`src/rtl/key_cmd_pkg.sv`:
```
// Shared definitions for the keypad command controller: key width, the
// debounce FSM state type and the maze direction codes used by consumers.
package key_cmd_pkg;

  localparam int KEY_W = 4;

  // Maze direction keys on the 4x4 keypad
  localparam logic [KEY_W-1:0] KEY_UP    = 4'd1;
  localparam logic [KEY_W-1:0] KEY_LEFT  = 4'd4;
  localparam logic [KEY_W-1:0] KEY_RIGHT = 4'd6;
  localparam logic [KEY_W-1:0] KEY_DOWN  = 4'd9;

  typedef enum logic [1:0] {
    IDLE = 2'd0,
    DEB  = 2'd1,
    HELD = 2'd2,
    REL  = 2'd3
  } state_t;

endpackage

```
`src/rtl/key_cmd_fifo.sv`:
```
// Small command FIFO with extra-MSB pointers. A push into a full FIFO is
// dropped (signalled on drop) unless a pop happens in the same cycle. There
// is no fall-through: a pop request while empty is ignored. The head output
// keeps the last popped value while the FIFO is empty.
module key_cmd_fifo
  import key_cmd_pkg::*;
#(
  parameter int DEPTH = 4,
  parameter int WIDTH = KEY_W
) (
  input  logic             clk,
  input  logic             reset,
  input  logic             push,
  input  logic [WIDTH-1:0] din,
  input  logic             pop,
  output logic [WIDTH-1:0] dout,
  output logic             empty,
  output logic             drop
);

  localparam int AW = $clog2(DEPTH);

  logic [AW:0]      wr_ptr;
  logic [AW:0]      rd_ptr;
  logic [WIDTH-1:0] mem [DEPTH];
  logic [WIDTH-1:0] last;
  logic             full;
  logic             do_push;
  logic             do_pop;

  // Same index with differing MSB means the write pointer has lapped the read pointer
  assign empty   = (wr_ptr == rd_ptr);
  assign full    = (wr_ptr[AW] != rd_ptr[AW]) && (wr_ptr[AW-1:0] == rd_ptr[AW-1:0]);
  assign do_pop  = pop && !empty;
  assign do_push = push && (!full || do_pop);
  assign drop    = push && full && !do_pop;
  assign dout    = empty ? last : mem[rd_ptr[AW-1:0]];

  // Pointer and last-head bookkeeping; pointers wrap by natural overflow
  always_ff @(posedge clk or negedge reset) begin
    if (!reset) begin
      wr_ptr <= '0;
      rd_ptr <= '0;
      last   <= '0;
    end else begin
      if (do_push) begin
        wr_ptr <= wr_ptr + 1'b1;
      end
      if (do_pop) begin
        rd_ptr <= rd_ptr + 1'b1;
        last   <= mem[rd_ptr[AW-1:0]];
      end
    end
  end

  // Entry storage; only ever read while the slot holds a live entry
  always_ff @(posedge clk) begin
    if (do_push) begin
      mem[wr_ptr[AW-1:0]] <= din;
    end
  end

endmodule

```
`src/rtl/key_cmd_ctrl.sv`:
```
// Keypad command controller: synchronises the scanner's key-valid/code pair,
// debounces presses and releases, and queues one command per confirmed press
// for the game logic. Build with KEY_CMD_REPEAT_EN defined to add auto-repeat
// while a key stays held; without it each press yields exactly one command.
module key_cmd_ctrl
  import key_cmd_pkg::*;
#(
  parameter int DEBOUNCE_CYC  = 500000,
  parameter int REPEAT_DELAY  = 25000000,
  parameter int REPEAT_PERIOD = 5000000,
  parameter int DEPTH         = 4
) (
  input  logic             clk,
  input  logic             reset,
  input  logic             key_valid,
  input  logic [KEY_W-1:0] key_code,
  input  logic             cmd_ready,
  input  logic             clr_ovf,
  output logic             cmd_valid,
  output logic [KEY_W-1:0] cmd_code,
  output logic             key_held,
  output logic             overflow
);

  localparam int CNT_W = $clog2(DEBOUNCE_CYC);
  localparam logic [CNT_W-1:0] CNT_LAST = CNT_W'(DEBOUNCE_CYC - 1);

  // Reject configurations the counters and FIFO pointers cannot represent
  if (DEBOUNCE_CYC < 2) begin : g_bad_debounce
    $error("key_cmd_ctrl: DEBOUNCE_CYC must be at least 2");
  end
  if (DEPTH < 2 || (DEPTH & (DEPTH - 1)) != 0) begin : g_bad_depth
    $error("key_cmd_ctrl: DEPTH must be a power of two, at least 2");
  end
  if (REPEAT_DELAY < 1 || REPEAT_PERIOD < 1) begin : g_bad_repeat
    $error("key_cmd_ctrl: REPEAT_DELAY and REPEAT_PERIOD must be positive");
  end

`ifdef KEY_CMD_REPEAT_EN
  localparam int RMAX = (REPEAT_DELAY > REPEAT_PERIOD) ? REPEAT_DELAY : REPEAT_PERIOD;
  localparam int RC_W = $clog2(RMAX + 1);
  localparam logic [RC_W-1:0] RC_DELAY_LAST  = RC_W'(REPEAT_DELAY - 1);
  localparam logic [RC_W-1:0] RC_PERIOD_LAST = RC_W'(REPEAT_PERIOD - 1);

  logic [RC_W-1:0] rcnt;
  logic            rep_first;
`endif

  state_t           state;
  logic             v_meta;
  logic             v_s;
  logic [KEY_W-1:0] c_meta;
  logic [KEY_W-1:0] c_s;
  logic [KEY_W-1:0] cand;
  logic [CNT_W-1:0] cnt;
  logic             push;
  logic             fifo_empty;
  logic             drop;

  // Two-flop synchroniser for the scanner's key-valid level
  always_ff @(posedge clk or negedge reset) begin
    if (!reset) begin
      v_meta <= 1'b0;
      v_s    <= 1'b0;
    end else begin
      v_meta <= key_valid;
      v_s    <= v_meta;
    end
  end

  // Two-flop synchroniser for the key code; only consulted while v_s is high
  always_ff @(posedge clk) begin
    c_meta <= key_code;
    c_s    <= c_meta;
  end

  // Debounce FSM; push and key_held are registered outputs
  always_ff @(posedge clk or negedge reset) begin
    if (!reset) begin
      state    <= IDLE;
      cand     <= '0;
      cnt      <= '0;
      push     <= 1'b0;
      key_held <= 1'b0;
`ifdef KEY_CMD_REPEAT_EN
      rcnt      <= '0;
      rep_first <= 1'b1;
`endif
    end else begin
      push <= 1'b0;
      case (state)
        IDLE: begin
          if (v_s) begin
            cand  <= c_s;
            cnt   <= '0;
            state <= DEB;
          end
        end
        DEB: begin
          if (!v_s || c_s != cand) begin
            state <= IDLE;
          end else if (cnt == CNT_LAST) begin
            push     <= 1'b1;
            key_held <= 1'b1;
            state    <= HELD;
`ifdef KEY_CMD_REPEAT_EN
            rcnt      <= '0;
            rep_first <= 1'b1;
`endif
          end else begin
            cnt <= cnt + 1'b1;
          end
        end
        HELD: begin
          // A code change mid-hold is a release: the new key must be pressed afresh
          if (!v_s || c_s != cand) begin
            cnt      <= '0;
            key_held <= 1'b0;
            state    <= REL;
`ifdef KEY_CMD_REPEAT_EN
            rcnt <= '0;
`endif
          end
`ifdef KEY_CMD_REPEAT_EN
          else if (rcnt == (rep_first ? RC_DELAY_LAST : RC_PERIOD_LAST)) begin
            push      <= 1'b1;
            rcnt      <= '0;
            rep_first <= 1'b0;
          end else begin
            rcnt <= rcnt + 1'b1;
          end
`endif
        end
        REL: begin
          // Any high sample restarts the release window; nothing is pushed here
          if (v_s) begin
            cnt <= '0;
          end else if (cnt == CNT_LAST) begin
            state <= IDLE;
          end else begin
            cnt <= cnt + 1'b1;
          end
        end
        default: begin
          state <= IDLE;
        end
      endcase
    end
  end

  // Sticky overflow flag; a drop in the same cycle as a clear wins
  always_ff @(posedge clk or negedge reset) begin
    if (!reset) begin
      overflow <= 1'b0;
    end else if (drop) begin
      overflow <= 1'b1;
    end else if (clr_ovf) begin
      overflow <= 1'b0;
    end
  end

  key_cmd_fifo #(
    .DEPTH (DEPTH),
    .WIDTH (KEY_W)
  ) u_fifo (
    .clk   (clk),
    .reset (reset),
    .push  (push),
    .din   (cand),
    .pop   (cmd_ready),
    .dout  (cmd_code),
    .empty (fifo_empty),
    .drop  (drop)
  );

  assign cmd_valid = !fifo_empty;

endmodule

```
`config.mk`:
```
export PLATFORM = sky130hd
export DESIGN_NAME = key_cmd_ctrl
export DESIGN_NICKNAME = d
export VERILOG_FILES = /design/src/rtl/key_cmd_pkg.sv /design/src/rtl/key_cmd_fifo.sv /design/src/rtl/key_cmd_ctrl.sv
export SDC_FILE = /design/constraint.sdc
export NUM_CORES = 1
export LEC_CHECK = 0
export BUFFER_PORTS_ARGS = -buffer_cell sky130_fd_sc_hd__buf_4
export CORE_MARGIN = 10
export CORE_UTILIZATION = 55
export CTS_BUF_LIST = sky130_fd_sc_hd__clkbuf_16
export CTS_CLUSTER_DIAMETER = 30
export CTS_CLUSTER_SIZE = 40
export DETAILED_ROUTE_END_ITERATION = 10
export PLACE_DENSITY = 0.73
export SYNTH_ARGS = -nofsm -noshare
export SYNTH_HDL_FRONTEND = slang
export SYNTH_SLANG_ARGS = --single-unit
export TNS_END_PERCENT = 50
```
`constraint.sdc`:
```
create_clock -name clk -period 2.15 [get_ports clk]
set_input_delay 0.43 -clock clk [delete_from_list [all_inputs] [get_ports clk]]
set_output_delay 0.43 -clock clk [all_outputs]
set_load 0.02 [all_outputs]
```
==> metrics.txt, run 1 <==
# TYPE chip_impl_metric gauge
chip_impl_metric{name="synth-warning-count",unit=""} 0
chip_impl_metric{name="final_instance_area",unit="um2"} 3700
chip_impl_metric{name="yosysUniqueCellTypes",unit=""} 45
chip_impl_metric{name="report.final.hold_viol_count",unit=""} 0
chip_impl_metric{name="reg2regPathDepth",unit=""} 6
chip_impl_info{name="violations",value="negative setup slack"} 1
chip_impl_metric{name="report.final.setup_viol",unit=""} 4
chip_impl_metric{name="fmax",unit="MHz"} 453
chip_impl_metric{name="final_min_period_over_clock_period",unit=""} 1.03
chip_impl_metric{name="dr_total_vias",unit=""} 2032
chip_impl_metric{name="postLayoutSetupSlackWorst",unit="ns"} -0.0599
chip_impl_metric{name="fill_cells",unit=""} 397
chip_impl_metric{name="detail_route.wl_per_cell",unit="um"} 16.1
chip_impl_info{name="status",value="complete, but fails checks"} 1
chip_impl_metric{name="cts-buffers-inserted",unit=""} 9
chip_impl_metric{name="cp_max_fo",unit=""} 7
chip_impl_metric{name="final_core_util",unit=""} 0.681
chip_impl_metric{name="post_dp_cell_area",unit="um2"} 3320
chip_impl_info{name="clk_root_buffer_cell",value="clkbuf_16"} 1
chip_impl_metric{name="areaGrowthSynthToFinish",unit="%"} 21.1
chip_impl_metric{name="synth-seq-cells",unit=""} 64
chip_impl_info{name="synth_top_flop_cell",value="dfrtp_1"} 1
chip_impl_metric{name="synthesis.nets",unit=""} 273
chip_impl_metric{name="dieWidth",unit="um"} 94.6
chip_impl_info{name="post-synth-top-area-cell",value="dfrtp_1"} 1
chip_impl_metric{name="grt_pass1_vias",unit=""} 2077
chip_impl_metric{name="initial_core_util",unit=""} 0.562
chip_impl_metric{name="globalRoute.totalOverflow",unit=""} 0
chip_impl_metric{name="finalSetupTns",unit="ns"} -0.224
chip_impl_metric{name="synth.cell_area",unit="um2"} 3060
chip_impl_metric{name="static_leakage",unit="nW"} 1.50
chip_impl_metric{name="top_level_ports",unit=""} 16
chip_impl_metric{name="grt_first_pass_wirelength",unit="um"} 10200
chip_impl_metric{name="nNetsFinal",unit=""} 304
chip_impl_info{name="crit_path_top_delay_cell",value="mux4_2"} 1
chip_impl_metric{name="mean_instance_size_in_the_synthesized_netlist",unit="um2"} 11.9
chip_impl_metric{name="detailed_place_hpwl",unit="um"} 4020
chip_impl_metric{name="worst_slew_pin_slew",unit="ns"} 0.529
chip_impl_info{name="synth_top_cells_by_count",value="40 x dfrtp_1, 24 x nor2_1, 17 x xnor2_1"} 1
chip_impl_metric{name="syn-instance-count",unit=""} 258
chip_impl_metric{name="async_flop_share",unit=""} 0.625
chip_impl_metric{name="wirelength",unit="um"} 5900
chip_impl_info{name="worst_r2r_endpoint",value="cnt[14]"} 1
chip_impl_metric{name="buffer_ports.inserted",unit=""} 15
chip_impl_info{name="startpoint_type_of_the_worst_setup_path",value="register"} 1
chip_impl_metric{name="worst-r2r-setup-slack",unit="ns"} 0.11
chip_impl_metric{name="worst_hold_slack_across_all_endpoints",unit="ns"} 0.0835
chip_impl_metric{name="timing.critical_path.arrival",unit="ns"} 1.78
chip_impl_metric{name="slowest_delay",unit="ns"} 0.56
chip_impl_metric{name="top_area_cell_type_share_of_the_netlist_area",unit=""} 0.327
chip_impl_metric{name="clkSinkCount",unit=""} 64
chip_impl_metric{name="drv_slew",unit=""} 0
chip_impl_metric{name="proportion_of_layout_cells_with_a_drive_suffix_above_1",unit=""} 0.310
chip_impl_info{name="rsz0062_at_grt",value="true"} 1
chip_impl_metric{name="max_cap_violations",unit=""} 0
chip_impl_metric{name="synth_enable_flop_cells",unit=""} 16
chip_impl_metric{name="post-place-ws",unit="ns"} 0.109
chip_impl_metric{name="vdd_drop_max",unit="uV"} 605
chip_impl_metric{name="placeableCoreArea",unit="um2"} 5440
chip_impl_metric{name="worst_ep_required",unit="ns"} 1.72
chip_impl_metric{name="p_per_area",unit="nW/um2"} 761
chip_impl_metric{name="antenna_violations_before_repair",unit=""} 0
chip_impl_info{name="setup.worst_path.class",value="register to output pin"} 1
chip_impl_metric{name="clk-insertion-delay-late",unit="ns"} 0.33
chip_impl_metric{name="fp.dieArea",unit="um2"} 8940
chip_impl_info{name="worst_setup_path_end_kind",value="output pin"} 1
chip_impl_metric{name="num_rows",unit=""} 27
chip_impl_metric{name="route.detailed.drc",unit=""} 0
chip_impl_metric{name="detail-route-antenna-nets",unit=""} 0
chip_impl_metric{name="globalplace.congestion",unit=""} 0.867
chip_impl_metric{name="finalCriticalPeriod",unit="ns"} 2.21
chip_impl_metric{name="seq_area_frac_synth",unit=""} 0.537
chip_impl_metric{name="grt_util_all_layers",unit=""} 0.146
chip_impl_metric{name="drt_first_iter_violations",unit=""} 110
chip_impl_metric{name="timing.clock.skew",unit="ns"} 0.00707
chip_impl_info{name="ys_top_cells_by_area",value="dfrtp_1 33%, edfxtp_1 16%, mux2_2 5.5%, dfxtp_1 5.2%, xnor2_1 4.9%"} 1
chip_impl_info{name="cts_tree",value="yes"} 1
chip_impl_metric{name="drt_pass1_iterations",unit=""} 4
chip_impl_info{name="crit_chain",value="mux4_2 -> mux2_4 -> buf_6"} 1
chip_impl_metric{name="clockBufferDepth",unit=""} 2
chip_impl_metric{name="viasPerCell",unit=""} 5.55
chip_impl_info{name="regToRegStartpoint",value="cnt[7]"} 1
chip_impl_info{name="synth.most_common_cell",value="dfrtp_1"} 1
chip_impl_metric{name="cts.reportedPaths.clkPinSlew",unit="ns"} 0.05
chip_impl_metric{name="grt_start_max_net_pins",unit=""} 41
chip_impl_info{name="hold_path_class",value="input port to async pin"} 1
chip_impl_metric{name="hold_buffers",unit=""} 0
chip_impl_metric{name="max-slew-margin-rel",unit=""} 0.647
chip_impl_metric{name="htree_num_levels",unit=""} 3
chip_impl_metric{name="antenna-diode-count",unit=""} 0
chip_impl_metric{name="floorplan.die.height",unit="um"} 94.6
## flip-flops by register name, summed over array words and instances, names as in the netlist, named ones only
name           cells
cnt               19
u_fifo.mem        16
c_meta             4
c_s                4
cand               4
u_fifo.last        4
u_fifo.rd_ptr      3
u_fifo.wr_ptr      3
key_held           1
overflow           1
push               1
state              1
v_meta             1
v_s                1
## stage by stage
step,cells,total power [mW]
after global placement,347,1.53
after detailed placement,347,1.53
after floorplan,258,1.46
after CTS,364,2.84
after global routing,366,2.94
final,366,2.82
## worst max path at each step
stage	from	endpoint	slack, ns	depth (start not counted)
2_1_floorplan	u_fifo.rd_ptr[0]	cmd_code[0]	0.24	4
3_3_place_gp	u_fifo.rd_ptr[0]	cmd_code[1]	0.13	3
3_5_place_dp	cand[0]	cnt[14]	0.11	7
4_1_cts	u_fifo.rd_ptr[0]	cmd_code[3]	-0.08	3
5_1_grt	u_fifo.rd_ptr[0]	cmd_code[1]	-0.13	3
6_report	u_fifo.rd_ptr[0]	cmd_code[1]	-0.06	3
## per-layer routing
layer  global-route usage  vias to the layer above  part of all wire
li1                     -                      993                 -
met3               0.0508                        4             0.060
met2                0.200                       50              0.45
met4               0.0686                        0            0.0080
met5                    0                        -                 0
met1                0.203                      985              0.49
## logic make-up (layout without fill, tap and decap cells)
group                    Yosys count  count (layout)  synth area share
AO/OA/AOI/OAI                     29              29            0.0647
multiplexers                      21              21            0.0912
flip-flops                        64              64             0.537
adder cells (fa/ha/maj)            6               6            0.0245
buffers and inverters             22              58            0.0327
AND/OR/NAND/NOR                   94              94             0.187
XOR/XNOR                          22              22            0.0630
## cell usage in the layout, fill, tap and decap left out, types with 5 or more instances in the layout
| cell | n |
|---|---|
| dfrtp_1 | 38 |
| buf_4 | 27 |
| nor2_1 | 23 |
| edfxtp_1 | 16 |
| xnor2_1 | 15 |
| nand3_1 | 13 |
| mux2_2 | 12 |
| nand2_1 | 12 |
| inv_1 | 10 |
| clkbuf_16 | 9 |
| o21ai_0 | 8 |
| dfxtp_1 | 8 |
| a21oi_1 | 7 |
| nor4_2 | 6 |
| ha_1 | 6 |
| xor2_1 | 5 |
| nand4_1 | 5 |
## power by group
part	total [mW]	internal [mW]	leakage, nW	switching (mW)
registers	1.34	1.30	0.750	0.0423
clock network	1.29	0.778	0.139	0.516
logic	0.185	0.0833	0.608	0.101
## cell type report
type                            instances  area [um2]  share of cell area
Tap cell                               72        90.1              0.0243
Clock inverter                          7        47.5              0.0128
Clock buffer                            9         225              0.0608
Inverter                               10        37.5              0.0101
Sequential cell                        64        1640               0.444
Timing Repair Buffer                   32         268              0.0723
Multi-Input combinational cell        172        1390               0.376
## what timing repair did
action                                  CTS  global route
resized for setup                         8            12
pin swaps                                 1             0
gates cloned                              0             0
setup buffers                             1             2
endpoints found under the setup margin    4            16
## worst max-delay path: cells and delay by family, from the launching register on
family                 cells  cell delay [ns]
buffers and inverters      1             0.13
muxes                      2             0.84
DFF                        1             0.49
(Power assumes the default switching activity.)
==> inputs of run 2 (changes only) <==
--- a/config.mk
+++ b/config.mk
@@ -6,13 +6,15 @@
 export NUM_CORES = 1
 export LEC_CHECK = 0
 export BUFFER_PORTS_ARGS = -buffer_cell sky130_fd_sc_hd__buf_4
+export CELL_PAD_IN_SITES_DETAIL_PLACEMENT = 1
+export CELL_PAD_IN_SITES_GLOBAL_PLACEMENT = 1
 export CORE_MARGIN = 10
-export CORE_UTILIZATION = 55
+export CORE_UTILIZATION = 49
 export CTS_BUF_LIST = sky130_fd_sc_hd__clkbuf_16
 export CTS_CLUSTER_DIAMETER = 30
 export CTS_CLUSTER_SIZE = 40
 export DETAILED_ROUTE_END_ITERATION = 10
-export PLACE_DENSITY = 0.73
+export PLACE_DENSITY_LB_ADDON = 0.1
 export SYNTH_ARGS = -nofsm -noshare
 export SYNTH_HDL_FRONTEND = slang
 export SYNTH_SLANG_ARGS = --single-unit
==> metrics.txt, run 2 (synthesis gave the netlist of run 1 again) <==
# TYPE chip_impl_metric gauge
chip_impl_info{name="status",value="complete, but fails checks"} 1
chip_impl_info{name="violations",value="negative setup slack"} 1
chip_impl_info{name="largest-register",value="cnt"} 1
chip_impl_metric{name="globalplace.congestion",unit=""} 0.765
chip_impl_metric{name="grt_first_pass_wirelength",unit="um"} 12000
chip_impl_metric{name="depth_of_the_critical_timing_path_with_buffers_and_inverters_included",unit=""} 3
chip_impl_metric{name="p_per_area",unit="nW/um2"} 794
chip_impl_metric{name="cts.reportedPaths.clkPinSlew",unit="ns"} 0.05
chip_impl_metric{name="route.detailed.drc",unit=""} 0
chip_impl_metric{name="cp_max_fo",unit=""} 6
chip_impl_metric{name="finish.cell_count_without_fillers",unit=""} 373
chip_impl_metric{name="vdd_drop_max",unit="uV"} 588
chip_impl_metric{name="drv_slew",unit=""} 0
chip_impl_metric{name="globalRoute.totalOverflow",unit=""} 0
chip_impl_metric{name="grt_util_all_layers",unit=""} 0.154
chip_impl_metric{name="placeableCoreArea",unit="um2"} 5990
chip_impl_metric{name="worst_hold_slack_across_all_endpoints",unit="ns"} 0.0915
chip_impl_info{name="rsz0062_at_grt",value="true"} 1
chip_impl_metric{name="postLayoutSetupSlackWorst",unit="ns"} -0.0819
chip_impl_metric{name="report.final.hold_viol_count",unit=""} 0
chip_impl_info{name="commonest_non_fill_non_tap_cells_in_the_layout",value="36 x dfrtp_1, 31 x buf_4, 24 x nor2_1, 16 x xnor2_1, 16 x edfxtp_1"} 1
chip_impl_metric{name="detail-route-antenna-nets",unit=""} 0
chip_impl_metric{name="timing.critical_path.arrival",unit="ns"} 1.80
chip_impl_metric{name="static_leakage",unit="nW"} 1.51
chip_impl_metric{name="worst_ep_required",unit="ns"} 1.72
chip_impl_metric{name="clockBufferDepth",unit=""} 2
chip_impl_metric{name="grt_start_max_net_pins",unit=""} 41
chip_impl_metric{name="post-place-ws",unit="ns"} 0.00104
chip_impl_metric{name="hold_buffers",unit=""} 0
chip_impl_metric{name="htree_num_levels",unit=""} 3
chip_impl_metric{name="report.final.setup_viol",unit=""} 4
chip_impl_metric{name="wirelength",unit="um"} 7250
chip_impl_metric{name="floorplan.die.height",unit="um"} 99.0
chip_impl_metric{name="fill_cells",unit=""} 610
chip_impl_info{name="startpoint_type_of_the_worst_setup_path",value="register"} 1
chip_impl_metric{name="antenna_violations_before_repair",unit=""} 0
chip_impl_metric{name="areaGrowthSynthToFinish",unit="%"} 21.9
chip_impl_metric{name="detail_route.wl_per_cell",unit="um"} 19.4
chip_impl_metric{name="finalCriticalPeriod",unit="ns"} 2.23
chip_impl_metric{name="buffer_ports.inserted",unit=""} 15
chip_impl_metric{name="initial_core_util",unit=""} 0.510
chip_impl_info{name="worst_setup_path_end_kind",value="output pin"} 1
chip_impl_metric{name="grt_pass1_vias",unit=""} 2212
chip_impl_metric{name="fp.dieArea",unit="um2"} 9800
chip_impl_metric{name="top_level_ports",unit=""} 16
chip_impl_info{name="crit_chain",value="mux4_2 -> mux2_2 -> buf_6"} 1
chip_impl_metric{name="clk-insertion-delay-late",unit="ns"} 0.32
chip_impl_metric{name="largest_reg_flops",unit=""} 19
chip_impl_metric{name="reg2regPathDepth",unit=""} 8
chip_impl_metric{name="viasPerCell",unit=""} 5.73
chip_impl_metric{name="dieWidth",unit="um"} 99.0
chip_impl_metric{name="max_cap_violations",unit=""} 0
chip_impl_metric{name="cts-buffers-inserted",unit=""} 9
chip_impl_metric{name="worst-r2r-setup-slack",unit="ns"} 0.09
chip_impl_metric{name="antenna-diode-count",unit=""} 0
chip_impl_metric{name="timing.clock.skew",unit="ns"} 0.00506
chip_impl_metric{name="proportion_of_layout_cells_with_a_drive_suffix_above_1",unit=""} 0.312
chip_impl_metric{name="placed_cell_count",unit=""} 350
chip_impl_info{name="clk_root_buffer_cell",value="clkbuf_16"} 1
chip_impl_metric{name="final_min_period_over_clock_period",unit=""} 1.04
chip_impl_metric{name="num_rows",unit=""} 28
chip_impl_info{name="regToRegStartpoint",value="cand[1]"} 1
chip_impl_metric{name="critical_path_buf_inv_count",unit=""} 1
chip_impl_metric{name="worst_slew_pin_slew",unit="ns"} 0.542
chip_impl_metric{name="detailed_place_hpwl",unit="um"} 4800
chip_impl_info{name="crit_path_top_delay_cell",value="mux4_2"} 1
chip_impl_info{name="worst_path_dominant_cell_family",value="multiplexers"} 1
chip_impl_metric{name="clkSinkCount",unit=""} 64
chip_impl_metric{name="dr_total_vias",unit=""} 2139
chip_impl_metric{name="drt_pass1_iterations",unit=""} 4
chip_impl_info{name="setup.worst_path.class",value="register to output pin"} 1
chip_impl_info{name="cts_tree",value="yes"} 1
chip_impl_metric{name="max-slew-margin-rel",unit=""} 0.639
chip_impl_info{name="most_common_library_cell_in_the_layout_ignoring_fill_and_taps",value="dfrtp_1"} 1
chip_impl_metric{name="nNetsFinal",unit=""} 308
chip_impl_metric{name="fmax",unit="MHz"} 448
chip_impl_info{name="worst_r2r_endpoint",value="cnt[12]"} 1
chip_impl_metric{name="drt_first_iter_violations",unit=""} 95
chip_impl_info{name="hold_path_class",value="input port to async pin"} 1
chip_impl_metric{name="slowest_delay",unit="ns"} 0.57
run 2: per-stage QoR:
step | total power, mW | setup TNS [ns] | util | cell area (um2)
finish | 2.96 | -0.282 | 0.622 | 3730
floorplan | 1.46 | 0 | - | 3060
global route | 3.08 | -0.936 | 0.622 | 3730
global placement | 1.53 | 0 | 0.552 | 3310
detailed placement | 1.54 | 0 | 0.552 | 3310
CTS | 2.97 | -0.407 | 0.607 | 3640
run 2: layout make-up:
type,instances,area (um2),share of cell area
clock inverters,7,71.3,0.0191
flip-flops and latches,64,1650,0.442
repair buffers,36,283,0.0758
multi-input cells,172,1370,0.368
well taps,75,93.8,0.0252
inverters,10,37.5,0.0101
clock buffers,9,225,0.0604
run 2: how the worst max path moves through the flow:
stage	start	endpoint	slack [ns]
finish	u_fifo.rd_ptr[0]	cmd_code[2]	-0.08
global route	u_fifo.rd_ptr[0]	cmd_code[0]	-0.15
CTS	u_fifo.rd_ptr[0]	cmd_code[1]	-0.11
detailed placement	cand[1]	cnt[8]	0.001
global placement	cand[0]	cnt[12]	0.09
floorplan	u_fifo.rd_ptr[0]	cmd_code[0]	0.24
run 2: power by group:
part | total, mW | internal, mW | leakage [nW] | switching [mW]
logic | 0.191 | 0.0874 | 0.621 | 0.104
registers | 1.34 | 1.30 | 0.748 | 0.0461
clock network | 1.42 | 0.896 | 0.139 | 0.529
total | 2.96 | 2.28 | 1.51 | 0.679
run 2: metal layers:
layer	vias up	global-route usage	wire [um]
li1	1004	-	-
met1	1084	0.207	3500
met2	40	0.235	3420
met3	11	0.0293	196
met4	0	0.0695	131
met5	-	0	0
run 2: worst reg2reg max path, cell delays in order, from the launching register on:
cell and delay, ns:
dfrtp_2 0.45, xor2_1 0.19, nor4_2 0.31, buf_4 0.21, o22ai_4 0.13, buf_6 0.18
nor4_2 0.28, xnor2_1 0.16, nor2_1 0.05
run 2: repair_timing:
| action | CTS | global route |
|---|---|---|
| resized for setup | 7 | 13 |
| buffers inserted | 1 | 6 |
| pin swaps | 1 | 3 |
| setup endpoints to repair | 8 | 20 |
==> inputs of run 3 (changes only) <==
--- a/config.mk
+++ b/config.mk
@@ -5,15 +5,15 @@
 export SDC_FILE = /design/constraint.sdc
 export NUM_CORES = 1
 export LEC_CHECK = 0
-export BUFFER_PORTS_ARGS = -buffer_cell sky130_fd_sc_hd__buf_4
 export CELL_PAD_IN_SITES_DETAIL_PLACEMENT = 1
 export CELL_PAD_IN_SITES_GLOBAL_PLACEMENT = 1
 export CORE_MARGIN = 10
-export CORE_UTILIZATION = 49
+export CORE_UTILIZATION = 51
 export CTS_BUF_LIST = sky130_fd_sc_hd__clkbuf_16
 export CTS_CLUSTER_DIAMETER = 30
 export CTS_CLUSTER_SIZE = 40
 export DETAILED_ROUTE_END_ITERATION = 10
+export DONT_BUFFER_PORTS = 1
 export PLACE_DENSITY_LB_ADDON = 0.1
 export SYNTH_ARGS = -nofsm -noshare
 export SYNTH_HDL_FRONTEND = slang
==> metrics.txt, run 3 (synthesis gave the netlist of run 1 again) <==
# TYPE chip_impl_metric gauge
chip_impl_info{name="maxUsedRoutingLayer",value="met4"} 1
chip_impl_metric{name="finalCriticalPeriod",unit="ns"} 2.14
chip_impl_info{name="worst_path_dominant_cell_family",value="multiplexers"} 1
chip_impl_metric{name="antenna-diode-count",unit=""} 0
chip_impl_metric{name="buffer_ports.inserted",unit=""} 0
chip_impl_metric{name="drt_first_iter_violations",unit=""} 102
chip_impl_metric{name="clockBufferDepth",unit=""} 2
chip_impl_metric{name="dieWidth",unit="um"} 97.4
chip_impl_metric{name="dr_total_vias",unit=""} 2079
chip_impl_info{name="cts_tree",value="yes"} 1
chip_impl_metric{name="detail-route-antenna-nets",unit=""} 0
chip_impl_metric{name="timing.critical_path.arrival",unit="ns"} 1.71
chip_impl_metric{name="slowest_delay",unit="ns"} 0.56
chip_impl_info{name="crit_path_top_delay_cell",value="mux4_2"} 1
chip_impl_metric{name="clk-insertion-delay-late",unit="ns"} 0.33
chip_impl_metric{name="wirelength",unit="um"} 6790
chip_impl_metric{name="grt_start_max_net_pins",unit=""} 41
chip_impl_metric{name="drt_pass1_iterations",unit=""} 4
chip_impl_info{name="hold_path_class",value="input port to register"} 1
chip_impl_metric{name="fmax",unit="MHz"} 467
chip_impl_info{name="startpoint_type_of_the_worst_setup_path",value="register"} 1
chip_impl_metric{name="fp.dieArea",unit="um2"} 9490
chip_impl_metric{name="grt_util_all_layers",unit=""} 0.145
chip_impl_metric{name="globalplace.congestion",unit=""} 0.817
chip_impl_metric{name="detailed_place_hpwl",unit="um"} 4520
chip_impl_metric{name="worst_slew_pin_slew",unit="ns"} 0.519
chip_impl_info{name="rsz0062_at_grt",value="true"} 1
chip_impl_info{name="status",value="complete, no violations"} 1
chip_impl_metric{name="static_leakage",unit="nW"} 1.44
chip_impl_metric{name="report.final.setup_viol",unit=""} 0
chip_impl_metric{name="cp_max_fo",unit=""} 7
chip_impl_metric{name="cts.reportedPaths.clkPinSlew",unit="ns"} 0.06
chip_impl_metric{name="htree_num_levels",unit=""} 3
chip_impl_metric{name="vdd_drop_max",unit="uV"} 841
chip_impl_metric{name="antenna_violations_before_repair",unit=""} 0
chip_impl_metric{name="cts-buffers-inserted",unit=""} 9
chip_impl_metric{name="globalRoute.totalOverflow",unit=""} 0
chip_impl_metric{name="final_instance_area",unit="um2"} 3610
chip_impl_metric{name="timing.clock.skew",unit="ns"} 0.00858
chip_impl_metric{name="worst_ep_required",unit="ns"} 1.72
chip_impl_metric{name="critical_path_buf_inv_count",unit=""} 0
chip_impl_info{name="commonest_non_fill_non_tap_cells_in_the_layout",value="38 x dfrtp_1, 24 x nor2_1, 17 x buf_4, 16 x edfxtp_1, 15 x xnor2_1"} 1
chip_impl_metric{name="drv_slew",unit=""} 0
chip_impl_info{name="worst_setup_path_end_kind",value="output pin"} 1
chip_impl_metric{name="drt-met1-wl",unit="um"} 3380
chip_impl_info{name="most_common_library_cell_in_the_layout_ignoring_fill_and_taps",value="dfrtp_1"} 1
chip_impl_metric{name="max-slew-margin-rel",unit=""} 0.653
chip_impl_metric{name="final_min_period_over_clock_period",unit=""} 0.997
chip_impl_metric{name="placeableCoreArea",unit="um2"} 5890
chip_impl_metric{name="post_dp_cell_area",unit="um2"} 3210
chip_impl_metric{name="proportion_of_layout_cells_with_a_drive_suffix_above_1",unit=""} 0.270
chip_impl_metric{name="route.detailed.drc",unit=""} 0
chip_impl_metric{name="nNetsFinal",unit=""} 292
chip_impl_info{name="clk_root_buffer_cell",value="clkbuf_16"} 1
chip_impl_metric{name="grt_pass1_vias",unit=""} 2119
chip_impl_metric{name="final_core_util",unit=""} 0.614
chip_impl_metric{name="areaGrowthSynthToFinish",unit="%"} 18.1
chip_impl_metric{name="met3WireLength",unit="um"} 199
chip_impl_metric{name="overall_power",unit="mW"} 2.83
chip_impl_metric{name="top_level_ports",unit=""} 16
chip_impl_metric{name="viasPerCell",unit=""} 5.82
chip_impl_metric{name="grt_first_pass_wirelength",unit="um"} 11200
chip_impl_metric{name="floorplan.die.height",unit="um"} 97.4
chip_impl_metric{name="num_rows",unit=""} 28
chip_impl_metric{name="report.final.hold_viol_count",unit=""} 0
chip_impl_metric{name="fill_cells",unit=""} 614
chip_impl_metric{name="detail_route.wl_per_cell",unit="um"} 19.0
chip_impl_info{name="largest-register",value="cnt"} 1
chip_impl_metric{name="largest_reg_flops",unit=""} 19
chip_impl_metric{name="max_cap_violations",unit=""} 0
chip_impl_info{name="setup.worst_path.class",value="register to output pin"} 1
chip_impl_metric{name="initial_core_util",unit=""} 0.520
chip_impl_metric{name="wl_met2",unit="um"} 3090
chip_impl_metric{name="clkSinkCount",unit=""} 64
chip_impl_info{name="crit_chain",value="mux4_2 -> mux2_4"} 1
chip_impl_metric{name="p_per_area",unit="nW/um2"} 785
-- run 3: final cells by class --
class | instances | area [um2] | share of cell area
clock buffer | 9 | 225 | 0.0623
clock inverter | 7 | 47.5 | 0.0132
inverter | 10 | 37.5 | 0.0104
multi-input combinational | 172 | 1400 | 0.386
sequential | 64 | 1640 | 0.455
tap | 75 | 93.8 | 0.0260
timing repair buffer | 20 | 169 | 0.0468
-- run 3: power by group --
part / leakage [nW] / internal (mW) / switching, mW
Combinational: 0.560 / 0.0778 / 0.0987
Clock: 0.129 / 0.777 / 0.540
Sequential: 0.750 / 1.30 / 0.0447
Total: 1.44 / 2.15 / 0.683
-- run 3: timing repair --
action,CTS,global route
hold buffers,2,0
pin swaps,0,1
endpoints found under the setup margin,5,15
buffers inserted,0,2
gates resized for setup,9,9
endpoints found under the hold margin,40,0
-- run 3: final timing paths --
kind	startpoint	endpoint	slack [ns]	cells past startpoint
max	u_fifo.rd_ptr[0]	cmd_code[1]	0.007	2
min reg2reg	c_meta[1]	c_s[1]	0.33	0
min in group asynchronous	reset	u_fifo.last[1]	0.57	2
min	key_code[0]	c_meta[0]	0.13	0
max in group asynchronous	reset	cand[1]	1.36	2
max reg2reg	cnt[7]	cnt[5]	0.06	7
-- run 3: layer usage --
layer,up-vias,GRT usage
met2,32,0.211
met4,0,0.0615
met5,-,0
met1,1066,0.198
li1,971,-
met3,10,0.0391
-- run 3: through the flow --
step                      instances  TNS (ns)  setup slack [ns]  hold WS [ns]
after floorplan                 258         0             0.242         0.134
after global placement          337         0             0.111         0.136
after detailed placement        337         0            0.0751         0.136
after CTS                       355   -0.0192           -0.0115         0.114
after global routing            357    -0.277           -0.0665         0.111
final                           357         0           0.00736         0.127
